## src/rtl/vga_text_render_if.sv

```systemverilog
// Read ports toward the character RAM and font ROM, plus the VGA pixel/sync outputs.
// The renderer uses the master modport; memories and display sinks use the slave modport.
interface vga_text_render_if;
  logic [11:0] vaddress;
  logic [15:0] vdata;
  logic [11:0] font_addr;
  logic [7:0]  font_data;
  logic [3:0]  vga_r;
  logic [3:0]  vga_g;
  logic [3:0]  vga_b;
  logic        vga_hsync;
  logic        vga_vsync;
  logic        vga_de;
  logic        frame_start;

  modport master (
    output vaddress, font_addr, vga_r, vga_g, vga_b,
           vga_hsync, vga_vsync, vga_de, frame_start,
    input  vdata, font_data
  );

  modport slave (
    input  vaddress, font_addr, vga_r, vga_g, vga_b,
           vga_hsync, vga_vsync, vga_de, frame_start,
    output vdata, font_data
  );
endinterface

```

## src/rtl/vga_text_render.sv

```systemverilog
// 640x480@60 text renderer: 80x30 cells of 8x16 px, char RAM -> font ROM -> RGB444 with 7-cycle latency.
// Define VGA_TEXT_ATTR_EN to colour each cell from vdata[15:8] (IRGB fg/bg indices).
module vga_text_render #(
  parameter int          H_ACTIVE = 640,
  parameter int          H_FP     = 16,
  parameter int          H_SYNC   = 96,
  parameter int          H_BP     = 48,
  parameter int          V_ACTIVE = 480,
  parameter int          V_FP     = 10,
  parameter int          V_SYNC   = 2,
  parameter int          V_BP     = 33,
  parameter int          COLS     = 80,
  parameter logic [11:0] FG_COLOR = 12'hFFF,
  parameter logic [11:0] BG_COLOR = 12'h000
) (
  input  logic               vclock,
  input  logic               vreset_n,
  vga_text_render_if.master  bus
);

  localparam int         H_TOTAL  = H_ACTIVE + H_FP + H_SYNC + H_BP;
  localparam int         V_TOTAL  = V_ACTIVE + V_FP + V_SYNC + V_BP;
  localparam logic [9:0] H_LAST   = 10'(H_TOTAL - 1);
  localparam logic [9:0] V_LAST   = 10'(V_TOTAL - 1);
  localparam logic [9:0] H_ACT    = 10'(H_ACTIVE);
  localparam logic [9:0] V_ACT    = 10'(V_ACTIVE);
  localparam logic [9:0] HS_FIRST = 10'(H_ACTIVE + H_FP);
  localparam logic [9:0] HS_LAST  = 10'(H_ACTIVE + H_FP + H_SYNC - 1);
  localparam logic [9:0] VS_FIRST = 10'(V_ACTIVE + V_FP);
  localparam logic [9:0] VS_LAST  = 10'(V_ACTIVE + V_FP + V_SYNC - 1);

  logic [9:0]  hcnt;
  logic [9:0]  vcnt;

  always_ff @(posedge vclock or negedge vreset_n) begin
    if (!vreset_n) begin
      hcnt <= '0;
      vcnt <= '0;
    end else if (hcnt == H_LAST) begin
      hcnt <= '0;
      vcnt <= (vcnt == V_LAST) ? '0 : vcnt + 10'd1;
    end else begin
      hcnt <= hcnt + 10'd1;
    end
  end

  logic        active0;
  logic        hsync0;
  logic        vsync0;
  logic        first0;
  logic [6:0]  col;
  logic [4:0]  row;
  logic [11:0] cell_addr;

  always_comb begin
    active0   = (hcnt < H_ACT) && (vcnt < V_ACT);
    hsync0    = !((hcnt >= HS_FIRST) && (hcnt <= HS_LAST));
    vsync0    = !((vcnt >= VS_FIRST) && (vcnt <= VS_LAST));
    first0    = (hcnt == '0) && (vcnt == '0);
    col       = hcnt[9:3];
    row       = vcnt[8:4];
    cell_addr = 12'(row * COLS) + {5'd0, col};
  end

  // Stage k of these shift registers holds the flags of the pixel whose counters were seen k cycles ago.
  logic [6:1]  valid_d;
  logic [6:1]  act_d;
  logic [6:1]  hs_d;
  logic [6:1]  vs_d;
  logic [6:1]  fs_d;
  logic [2:0]  px_d [1:6];
  logic [3:0]  gr_d [1:3];
  logic [11:0] vaddress_q;

  always_ff @(posedge vclock or negedge vreset_n) begin
    if (!vreset_n) begin
      valid_d    <= '0;
      act_d      <= '0;
      hs_d       <= '1;
      vs_d       <= '1;
      fs_d       <= '0;
      vaddress_q <= '0;
      for (int i = 1; i <= 6; i++) px_d[i] <= '0;
      for (int i = 1; i <= 3; i++) gr_d[i] <= '0;
    end else begin
      valid_d    <= {valid_d[5:1], 1'b1};
      act_d      <= {act_d[5:1], active0};
      hs_d       <= {hs_d[5:1], hsync0};
      vs_d       <= {vs_d[5:1], vsync0};
      fs_d       <= {fs_d[5:1], first0};
      vaddress_q <= active0 ? cell_addr : 12'd0;
      px_d[1]    <= hcnt[2:0];
      for (int i = 2; i <= 6; i++) px_d[i] <= px_d[i-1];
      gr_d[1]    <= vcnt[3:0];
      for (int i = 2; i <= 3; i++) gr_d[i] <= gr_d[i-1];
    end
  end

  logic        cell_load;
  logic [11:0] font_addr_q;

  assign cell_load = valid_d[3] && act_d[3];

  // The font address only moves for visible cells; during blanking it keeps the last glyph row.
  always_ff @(posedge vclock or negedge vreset_n) begin
    if (!vreset_n) begin
      font_addr_q <= '0;
    end else if (cell_load) begin
      font_addr_q <= {bus.vdata[7:0], gr_d[3]};
    end
  end

  logic [11:0] fg_rgb;
  logic [11:0] bg_rgb;

`ifdef VGA_TEXT_ATTR_EN
  logic [7:0] attr_d [4:6];
  localparam logic [23:0] unused_colors = {FG_COLOR, BG_COLOR};

  // bit3 = intensity, bits 2..0 = R,G,B; intensity alone gives dark grey instead of black.
  function automatic logic [11:0] irgb(input logic [3:0] idx);
    logic [3:0] lvl;
    lvl = idx[3] ? 4'hF : 4'hA;
    if (idx == 4'h8) return 12'h555;
    return {idx[2] ? lvl : 4'h0, idx[1] ? lvl : 4'h0, idx[0] ? lvl : 4'h0};
  endfunction

  always_ff @(posedge vclock or negedge vreset_n) begin
    if (!vreset_n) begin
      for (int i = 4; i <= 6; i++) attr_d[i] <= '0;
    end else begin
      if (cell_load) attr_d[4] <= bus.vdata[15:8];
      attr_d[5] <= attr_d[4];
      attr_d[6] <= attr_d[5];
    end
  end

  assign fg_rgb = irgb(attr_d[6][3:0]);
  assign bg_rgb = irgb(attr_d[6][7:4]);
`else
  logic unused_attr;

  assign unused_attr = &{1'b0, bus.vdata[15:8]};
  assign fg_rgb      = FG_COLOR;
  assign bg_rgb      = BG_COLOR;
`endif

  logic        pix_bit;
  logic [11:0] pix_rgb;

  always_comb begin
    pix_bit = bus.font_data[3'd7 - px_d[6]];
    pix_rgb = act_d[6] ? (pix_bit ? fg_rgb : bg_rgb) : 12'h000;
  end

  logic [11:0] rgb_q;
  logic        hsync_q;
  logic        vsync_q;
  logic        de_q;
  logic        frame_start_q;

  // Outputs keep their reset values until the first pixel has travelled the whole pipeline.
  always_ff @(posedge vclock or negedge vreset_n) begin
    if (!vreset_n) begin
      rgb_q         <= '0;
      hsync_q       <= 1'b1;
      vsync_q       <= 1'b1;
      de_q          <= 1'b0;
      frame_start_q <= 1'b0;
    end else if (valid_d[6]) begin
      rgb_q         <= pix_rgb;
      hsync_q       <= hs_d[6];
      vsync_q       <= vs_d[6];
      de_q          <= act_d[6];
      frame_start_q <= fs_d[6];
    end
  end

  assign bus.vaddress    = vaddress_q;
  assign bus.font_addr   = font_addr_q;
  assign bus.vga_r       = rgb_q[11:8];
  assign bus.vga_g       = rgb_q[7:4];
  assign bus.vga_b       = rgb_q[3:0];
  assign bus.vga_hsync   = hsync_q;
  assign bus.vga_vsync   = vsync_q;
  assign bus.vga_de      = de_q;
  assign bus.frame_start = frame_start_q;

endmodule
```

## src/flat_wrapper.sv

```systemverilog
// flat-port wrapper written by rule: the top's interface ports become plain ports
module vga_text_render_flat 
#(
  parameter int          H_ACTIVE = 640,
  parameter int          H_FP     = 16,
  parameter int          H_SYNC   = 96,
  parameter int          H_BP     = 48,
  parameter int          V_ACTIVE = 480,
  parameter int          V_FP     = 10,
  parameter int          V_SYNC   = 2,
  parameter int          V_BP     = 33,
  parameter int          COLS     = 80,
  parameter logic [11:0] FG_COLOR = 12'hFFF,
  parameter logic [11:0] BG_COLOR = 12'h000
)
  (vclock, vreset_n, bus_vaddress, bus_font_addr, bus_vga_r, bus_vga_g, bus_vga_b, bus_vga_hsync, bus_vga_vsync, bus_vga_de, bus_frame_start, bus_vdata, bus_font_data);
  vga_text_render_if bus_i ();
  input  logic vclock;
  input  logic vreset_n;
  output wire logic [$bits(bus_i.vaddress)-1:0] bus_vaddress;
  output wire logic [$bits(bus_i.font_addr)-1:0] bus_font_addr;
  output wire logic [$bits(bus_i.vga_r)-1:0] bus_vga_r;
  output wire logic [$bits(bus_i.vga_g)-1:0] bus_vga_g;
  output wire logic [$bits(bus_i.vga_b)-1:0] bus_vga_b;
  output wire logic [$bits(bus_i.vga_hsync)-1:0] bus_vga_hsync;
  output wire logic [$bits(bus_i.vga_vsync)-1:0] bus_vga_vsync;
  output wire logic [$bits(bus_i.vga_de)-1:0] bus_vga_de;
  output wire logic [$bits(bus_i.frame_start)-1:0] bus_frame_start;
  input wire logic [$bits(bus_i.vdata)-1:0] bus_vdata;
  input wire logic [$bits(bus_i.font_data)-1:0] bus_font_data;
  assign bus_vaddress = bus_i.vaddress;
  assign bus_font_addr = bus_i.font_addr;
  assign bus_vga_r = bus_i.vga_r;
  assign bus_vga_g = bus_i.vga_g;
  assign bus_vga_b = bus_i.vga_b;
  assign bus_vga_hsync = bus_i.vga_hsync;
  assign bus_vga_vsync = bus_i.vga_vsync;
  assign bus_vga_de = bus_i.vga_de;
  assign bus_frame_start = bus_i.frame_start;
  assign bus_i.vdata = bus_vdata;
  assign bus_i.font_data = bus_font_data;
  vga_text_render #(.H_ACTIVE(H_ACTIVE), .H_FP(H_FP), .H_SYNC(H_SYNC), .H_BP(H_BP), .V_ACTIVE(V_ACTIVE), .V_FP(V_FP), .V_SYNC(V_SYNC), .V_BP(V_BP), .COLS(COLS), .FG_COLOR(FG_COLOR), .BG_COLOR(BG_COLOR)) u_core (.vclock(vclock), .vreset_n(vreset_n), .bus(bus_i));
endmodule
```

## config.mk

```make
export PLATFORM = sky130hd
export DESIGN_NAME = vga_text_render_flat
export DESIGN_NICKNAME = d
export VERILOG_FILES = /design/src/rtl/vga_text_render_if.sv /design/src/rtl/vga_text_render.sv /design/src/flat_wrapper.sv
export SDC_FILE = /design/constraint.sdc
export NUM_CORES = 1
export LEC_CHECK = 0
export BUFFER_PORTS_ARGS = -buffer_cell sky130_fd_sc_hd__buf_2
export CORE_MARGIN = 2
export CORE_UTILIZATION = 55
export DETAILED_ROUTE_END_ITERATION = 10
export PLACE_DENSITY = 0.81
export SETUP_SLACK_MARGIN = 0.05
export SYNTH_ARGS = -nofsm -noshare
export SYNTH_HDL_FRONTEND = slang
export SYNTH_SLANG_ARGS = --single-unit
```

## constraint.sdc

```tcl
create_clock -name vclock -period 2.4 [get_ports vclock]
set_input_delay 0.12 -clock vclock [delete_from_list [all_inputs] [get_ports vclock]]
set_output_delay 0.12 -clock vclock [all_outputs]
set_load 0.01 [all_outputs]
```

---- Word level (Yosys, flattened, before mapping) ----
Index checks and enable logic that the tools add are counted.
cells by class
  add/subtract/negate cells ............... 4
  multiply operators ...................... 1
  order comparisons ....................... 7
  equality and inequality tests ........... 2
  multiplexer cells ....................... 7
  reductions and logical operators ........ 9
operator list
  cell                                                                                   number
  12-bit 2-to-1 mux                                                                      3
  10-bit by 1-bit adder with 10-bit output (second input constant)                       2
  10-bit == test (second input constant)                                                 2
  10-bit logical NOT                                                                     2
  10-bit 2-to-1 mux                                                                      2
  12-bit by 7-bit adder with 12-bit output                                               1
  10-bit greater-or-equal comparator (second input constant)                             1
  10-bit by 9-bit greater-or-equal comparator with 1-bit output (second input constant)  1
  10-bit less-or-equal comparator (second input constant)                                1
  10-bit by 9-bit less-or-equal comparator with 1-bit output (second input constant)     1
  10-bit < comparator (second input constant)                                            1
  10-bit by 9-bit < comparator with 1-bit output (second input constant)                 1
  5-bit by 3-bit multiplier with 8-bit output (second input constant)                    1
  1-bit logical AND                                                                      5
  3-bit by 4-bit < comparator with 1-bit output (second input constant)                  1
  1-bit binary-select mux with 3-bit select                                              1
  3-bit subtractor (first input constant)                                                1
  1-bit logical NOT                                                                      2
  1-bit 2-to-1 mux                                                                       1
word-level totals
  register bits after elaboration ......... 120
  output and inout bits ................... 40
  logic and storage cells ................. 53

---- Depth between registers and ports, before layout ----
Gate-level depths: netlist (run 1).
  word-level depth ........................ 5
  mapped depth ............................ 8

---- Least setup slack after synthesis (run 1) ----
No wires, ideal clock.
  kind .................................... reg2reg
  start ................................... register u_core.vcnt[5]
  end ..................................... register u_core.vaddress_q[10] (netlist: u_core.bus.vaddress[10])
  library setup time ...................... 0.079 ns
  arrival time ............................ 2.088 ns
  required time ........................... 2.321 ns
  path slack .............................. 0.232 ns
  stages on the path, launching flop included .. 9
  path buffers ............................ 0
  period minus slack after synthesis ...... 2.168 ns
  path through ............................ dfrtp_1 > ha_1 > ha_1 > inv_1 > fa_1 > nor2b_1 > o211ai_1 > or2_2 > mux2i_1
on the way
  longest elaborated chain between the ends .. 3
ends and longest elaborated chain
  what                                                                                                           RTL line                                      source
  start: declaration                                                                                             vga_text_render.sv:33                         logic [9:0] vcnt;
  start signal: assignment                                                                                       vga_text_render.sv:41                         vcnt <= (vcnt == V_LAST) ? '0 : vcnt + 10'd1;
  5-bit by 3-bit multiplier with 8-bit output or 10-bit by 9-bit < comparator with 1-bit output (tied branches)  vga_text_render.sv:62, vga_text_render.sv:56
  12-bit by 7-bit adder with 12-bit output or 1-bit logical AND (tied branches)                                  vga_text_render.sv:62, vga_text_render.sv:56
  12-bit 2-to-1 mux *                                                                                            vga_text_render.sv:91                         vaddress_q <= active0 ? cell_addr : 12'd0;
  end signal: assignment                                                                                         vga_text_render.sv:91
  end: declaration                                                                                               vga_text_render.sv:73                         logic [11:0] vaddress_q;
Every way passes the cells marked *; elsewhere a longest branch is shown, timed or not.
A chain may end at the register's enable or synchronous reset.

---- Worst setup path after layout (run 1) ----
Same ends and word-level chain as after synthesis.

==> metrics.cfg, run 1 <==
[outcome]
status=finished clean

[power]
switching_share_pct=22.1
cellPowerDensity_mw_per_mm2=679
internal_power_mw=2.53
pwr-share-seq_pct=57.5
peakVddDrop_v=0.000358
p_switching_mw=0.717
p_leak_nw=2.30
pwr-share-clk_pct=38.2
fin_total_pwr_mw=3.25
combPwrFrac_pct=4.2

[finish]
mostFrequentLayoutCells=95 x dfrtp_1, 56 x buf_2, 16 x mux2_2
area_delta_synth_final_pct=17.0
drive_gt1_share_pct=33.3
nets=400
diodes=0
final_cell_area_mm2=0.00478
final_common_cell=dfrtp_1

[setup_path]
path_class=reg -> reg
crit_path_start_kind=flop
crit_arrival_ns=2.52
crit_path_end_kind=flop
crit_fanout=3
cp_data_required_time_ns=2.70

[clock_network]
cts_setup_buffers=0
clockRootBuffer=clkbuf_8
clockBufferDepth=2
clkLatencyLatePin_ns=0.36
cts.sinks=109
h-tree-depth=3
cts.clk_slew.worst_paths_ns=0.11
cts_made_buffers=9
cts_tree=built

[routing]
drc=0
drtIter0Drc=78
wire_per_inst_um=14.0
dr_total_vias=2391
detail-route-antenna-nets=0
drt-pass1-iter-count=4
routed_wl_mm=6.46
viasPerCell=5.18

[yosys]
synth_ff_type=dfrtp_1
ys_seq_area_share_pct=67.2
synthCells=289
syn_nets=331
synth_cell_types=49
synth_edf_count=0
ys_warn_count=0
netlist_area_mm2=0.00408
synth_async_sr_flop_share_pct=100
synth_seq_cells=109
syn_avg_cell_area_um2=14.1

[place]
preCtsSetupSlack_ns=0.156
dp_hpwl_mm=4.51
port_buffers=57
placed_area_mm2=0.00445
gp_congestion=0.800

[die]
rows=31
initial_core_util_pct=56.6
fp.coreArea_mm2=0.00721
dieArea_mm2=0.00813
die_w_um=90.2
die_h_um=90.2
ios=66

[sta]
finalSetupTns_ns=0
slew-limit-headroom_pct=64.8
grt_setup_unrepaired=no
max_freq_mhz=452
setup_violations=0
final_max_slew_viol_count=0
finClkSkew_ns=0.0118
min_period_over_period_pct=92.3
tightest_slew_ns=0.527
period_needed_ns=2.21
hold_viol=0
timing.final.ws_setup_ns=0.185

[worst_hold_path]
worstHoldPathType=in -> async

[global_route]
antenna_found_initial=0
grt_pass1_wl_mm=11.2
grt-ovfl-total=0
grt_start_max_net_pins=50
grt_pass1_vias=2418
track_usage_pct=17.4

[job]
drv_cap=0

[worst max-delay path: stages, from the launching register on]
cell and delay, ns:
dfrtp_1 0.40, ha_1 0.30, ha_1 0.22, inv_1 0.07
fa_1 0.45, nor2b_2 0.17, o211ai_1 0.12, or2_2 0.29
mux2i_1 0.12
[flip-flops by register name, indices dropped and copies added, names as in the netlist]
| name | flops |
|---|---|
| u_core.bus.vga_de | 1 |
| u_core.act_d | 6 |
| u_core.vs_d | 6 |
| u_core.px_d | 18 |
| u_core.bus.vaddress | 12 |
| u_core.fs_d | 6 |
| u_core.gr_d | 12 |
| u_core.vcnt | 10 |
| u_core.rgb_q | 1 |
| u_core.bus.vga_hsync | 1 |
| u_core.bus.frame_start | 1 |
| u_core.hs_d | 6 |
| u_core.bus.font_addr | 12 |
| u_core.valid_d | 6 |
| u_core.hcnt | 10 |
| u_core.bus.vga_vsync | 1 |
[metrics by stage]
step	hold slack [ns]	std cells	util (%)
after floorplan	-0.176	289	-
after global routing	0.255	462	66.2
after detailed placement	0.0823	437	61.7
after global placement	0.0727	437	61.7
final	0.222	462	66.2
after CTS	0.217	462	66.2
[layout make-up]
type | instances | area [um^2]
multi-input cells | 153 | 1190
repair buffers | 73 | 443
fillers | 544 | 2440
inverters | 12 | 45.0
clock buffers | 9 | 124
clock inverters | 7 | 111
flip-flops and latches | 109 | 2750
well taps | 99 | 124
[Yosys cell counts (all sizes together), types with 2 or more instances]
library cell  instances  share of area, %
a31oi                 2              0.31
o21ai                 8              0.98
inv                  12               1.1
nand2                10              0.98
nor3                  7              0.86
a21oi                 7              0.86
and3                  4              0.77
o211ai                2              0.37
nand3                15               2.1
o31ai                 2              0.49
nor2                  9              0.83
mux2                 16               4.4
dfstp                14               9.0
xor2                  7               1.5
nor4                  2              0.31
o22ai                 2              0.31
mux2i                 3              0.74
buf                  14               2.6
and2                  6              0.95
nand4                 5              0.77
and4                  3              0.67
dfrtp                95                58
nor2b                 6              0.92
xnor2                 8               1.7
ha                   14               4.3
fa                    2              0.98
[final timing paths]
path / from / end / slack [ns] / depth (start not counted)
max: u_core.vcnt[5] / u_core.bus.vaddress[10] / 0.19 / 8
min: vreset_n / u_core.hcnt[7] / 0.22 / 2
max reg2reg: u_core.vcnt[5] / u_core.bus.vaddress[10] / 0.19 / 8
min reg2reg: u_core.gr_d[5] / u_core.gr_d[1] / 0.35 / 0
max in group asynchronous: vreset_n / u_core.vs_d[1] / 1.41 / 3
min in group vclock: bus_font_data[4] / u_core.rgb_q[10] / 0.23 / 4
[repair_timing]
item	CTS	global route
resized for setup	0	1
endpoints found under the hold margin	36	0
hold buffers	9	0
setup endpoints to repair	0	2
[power by group through the flow]
stage | combinational (mW) | clock [mW] | sequential (mW)
floorplan | 0.0570 | 0 | 1.91
global placement | 0.127 | 0 | 1.90
detailed placement | 0.131 | 0 | 1.90
CTS | 0.142 | 1.28 | 1.87
global route | 0.153 | 1.35 | 1.87
finish | 0.138 | 1.24 | 1.87
[layer usage]
layer  GRT usage, %  up-vias  share of wire, %
met5              0        -                 0
met4           8.21        0               1.7
met3           2.60       12               4.4
met2           28.8       67                52
met1           22.8     1192                42
li1               -     1120                 -
[kinds of logic after synthesis]
logic type	Yosys count	synth area share [%]
mux	20	5.70
other cells	1	0.0918
compound gates	27	4.11
fa+ha+maj	16	5.27
buf+inv	27	3.80
flops	109	67.2
simple gates	74	10.6
xor+xnor	15	3.22
Note: power is estimated with default switching activity, not from simulation.
==> run 2: changes to the inputs <==
--- a/config.mk
+++ b/config.mk
@@ -5,11 +5,12 @@
 export SDC_FILE = /design/constraint.sdc
 export NUM_CORES = 1
 export LEC_CHECK = 0
+export ABC_CLOCK_PERIOD_IN_PS = 2400
 export BUFFER_PORTS_ARGS = -buffer_cell sky130_fd_sc_hd__buf_2
 export CORE_MARGIN = 2
 export CORE_UTILIZATION = 55
 export DETAILED_ROUTE_END_ITERATION = 10
-export PLACE_DENSITY = 0.81
+export PLACE_DENSITY_LB_ADDON = 0.2
 export SETUP_SLACK_MARGIN = 0.05
 export SYNTH_ARGS = -nofsm -noshare
 export SYNTH_HDL_FRONTEND = slang
==> metrics.cfg, run 2 (synthesis gave the netlist of run 1 again) <==
[die]
initial_core_util_pct=56.6  ; unchanged
rows=31  ; unchanged
die_h_um=90.2  ; unchanged
fp.coreArea_mm2=0.00721  ; unchanged
dieArea_mm2=0.00813  ; unchanged
die_w_um=90.2  ; unchanged
ios=66  ; unchanged

[sta]
slew-limit-headroom_pct=66.2  ; +1.5 points
tightest_slew_ns=0.505  ; -0.0220 ns
final_max_slew_viol_count=0  ; unchanged
grt_setup_unrepaired=no
finClkSkew_ns=0.00860  ; -0.00320 ns
period_needed_ns=2.22  ; +0.00143 ns
finalSetupTns_ns=0  ; unchanged
holdWs_ns=0.205  ; -0.0169 ns
setup_violations=0  ; unchanged
min_period_over_period_pct=92.3  ; about the same
max_freq_mhz=451  ; about the same
hold_viol=0  ; unchanged
timing.final.ws_setup_ns=0.184  ; -0.00143 ns

[routing]
drtIter0Drc=133  ; +71%
drt-pass1-iter-count=4  ; unchanged
viasPerCell=5.13  ; -0.96%
drc=0  ; unchanged
detail-route-antenna-nets=0  ; unchanged
routed_wl_mm=6.45  ; -0.17%
wire_per_inst_um=14.0  ; about the same
dr_total_vias=2363  ; -1.2%

[clock_network]
cts.clk_slew.worst_paths_ns=0.10  ; about the same
clkLatencyLatePin_ns=0.36  ; about the same
clockRootBuffer=clkbuf_8
cts_made_buffers=9  ; unchanged
cts.sinks=109  ; unchanged
clockBufferDepth=2  ; unchanged
cts_tree=built
h-tree-depth=3  ; unchanged

[job]
drv_cap=0  ; unchanged

[setup_path]
path_class=reg -> reg
crit_path_end_kind=flop
cp_data_required_time_ns=2.69  ; about the same
crit_path_start_kind=flop
crit_arrival_ns=2.51  ; about the same
crit_fanout=3  ; unchanged

[global_route]
grt_pass1_vias=2409  ; -0.37%
antenna_found_initial=0  ; unchanged
grt_start_max_net_pins=72  ; +44%
track_usage_pct=17.6  ; +0.26 points
grt-ovfl-total=0  ; unchanged
grt_pass1_wl_mm=11.3  ; +0.55%

[finish]
diodes=0  ; unchanged
largest_register_ff_count=18  ; unchanged
drive_gt1_share_pct=33.4  ; +0.092 points
top_register=u_core.px_d
nets=399  ; -0.25%
final_util_pct=65.6  ; -0.68 points
final_common_cell=dfrtp_1
fillers=567  ; +4.2%
area_delta_synth_final_pct=15.8
final_cell_area_mm2=0.00473  ; -1.0%
mostFrequentLayoutCells=94 x dfrtp_1, 56 x buf_2, 16 x mux2_2

[power]
p_switching_mw=0.705  ; -1.7%
pwr-share-seq_pct=61.9  ; +4.4 points
pwr-share-clk_pct=33.5  ; -4.7 points
p_leak_nw=2.27  ; -1.3%
switching_share_pct=23.3  ; +1.3 points
peakVddDrop_v=0.000266  ; -26%
combPwrFrac_pct=4.5  ; +0.3 points
cellPowerDensity_mw_per_mm2=638  ; -6.1%
internal_power_mw=2.31  ; -8.6%

[place]
gp_congestion=0.871  ; +8.8%
port_buffers=57  ; unchanged
placed_area_mm2=0.00444  ; -0.34%
dp_hpwl_mm=4.35  ; -3.5%
preCtsSetupSlack_ns=0.154  ; -0.00186 ns

[worst_hold_path]
worstHoldPathType=in -> reg

[outcome]
status=finished clean

-- run 2: power groups by stage --
stage / Sequential [mW] / Combinational, mW / Clock [mW]
after global placement: 1.90 / 0.125 / 0
after detailed placement: 1.90 / 0.129 / 0
final: 1.87 / 0.137 / 1.01
after floorplan: 1.91 / 0.0570 / 0
after global routing: 1.87 / 0.153 / 1.13
after CTS: 1.87 / 0.140 / 1.05
-- run 2: final timing paths --
path	startpoint	depth (start not counted)	slack, ns	end
worst min-delay path	bus_font_data[4]	4	0.20	u_core.rgb_q[10]
worst max-delay path	u_core.vcnt[5]	8	0.18	u_core.bus.vaddress[10]
min in group asynchronous	vreset_n	2	0.27	u_core.bus.frame_start
worst max register to register	u_core.vcnt[5]	8	0.18	u_core.bus.vaddress[10]
worst min register to register	u_core.px_d[6]	0	0.35	u_core.px_d[3]
max in group asynchronous	vreset_n	3	1.37	u_core.vs_d[3]
-- run 2: worst max-delay path, stage by stage, from the launching register on --
cell      delay (ns)
dfrtp_1         0.40
ha_1            0.30
ha_1            0.22
inv_1           0.09
fa_1            0.45
nor2b_2         0.17
o211ai_1        0.12
or2_2           0.29
mux2i_1         0.12
-- run 2: repair_timing --
| item | CTS | global route |
|---|---|---|
| gates resized for setup | 0 | 3 |
| buffers inserted | 0 | 1 |
| endpoints found under the hold margin | 36 | 0 |
| setup endpoints to repair | 0 | 1 |
| hold buffers | 9 | 0 |
-- run 2: layout make-up --
type                       count  area, um^2  area share [%]
sequential                   109        2750            58.1
multi-input combinational    153        1190            25.2
timing repair buffer          72         435            9.21
clock buffer                  10         128            2.70
tap                           99         124            2.62
clock inverter                 6        57.6            1.22
inverter                      12        45.0           0.952
-- run 2: layer usage --
metal | vias to the layer above | global-route usage [%] | share of wire [%]
met5 | - | 0 | 0
met4 | 0 | 7.56 | 1.3
met3 | 8 | 3.52 | 4.2
met2 | 60 | 28.1 | 51
met1 | 1180 | 23.8 | 43
li1 | 1115 | - | -
-- run 2: metrics by stage --
stage                     total power, mW  cells
after CTS                            3.06    460
after global routing                 3.16    461
final                                3.02    461
after global placement               2.03    435
after detailed placement             2.03    435
after floorplan                      1.97    289
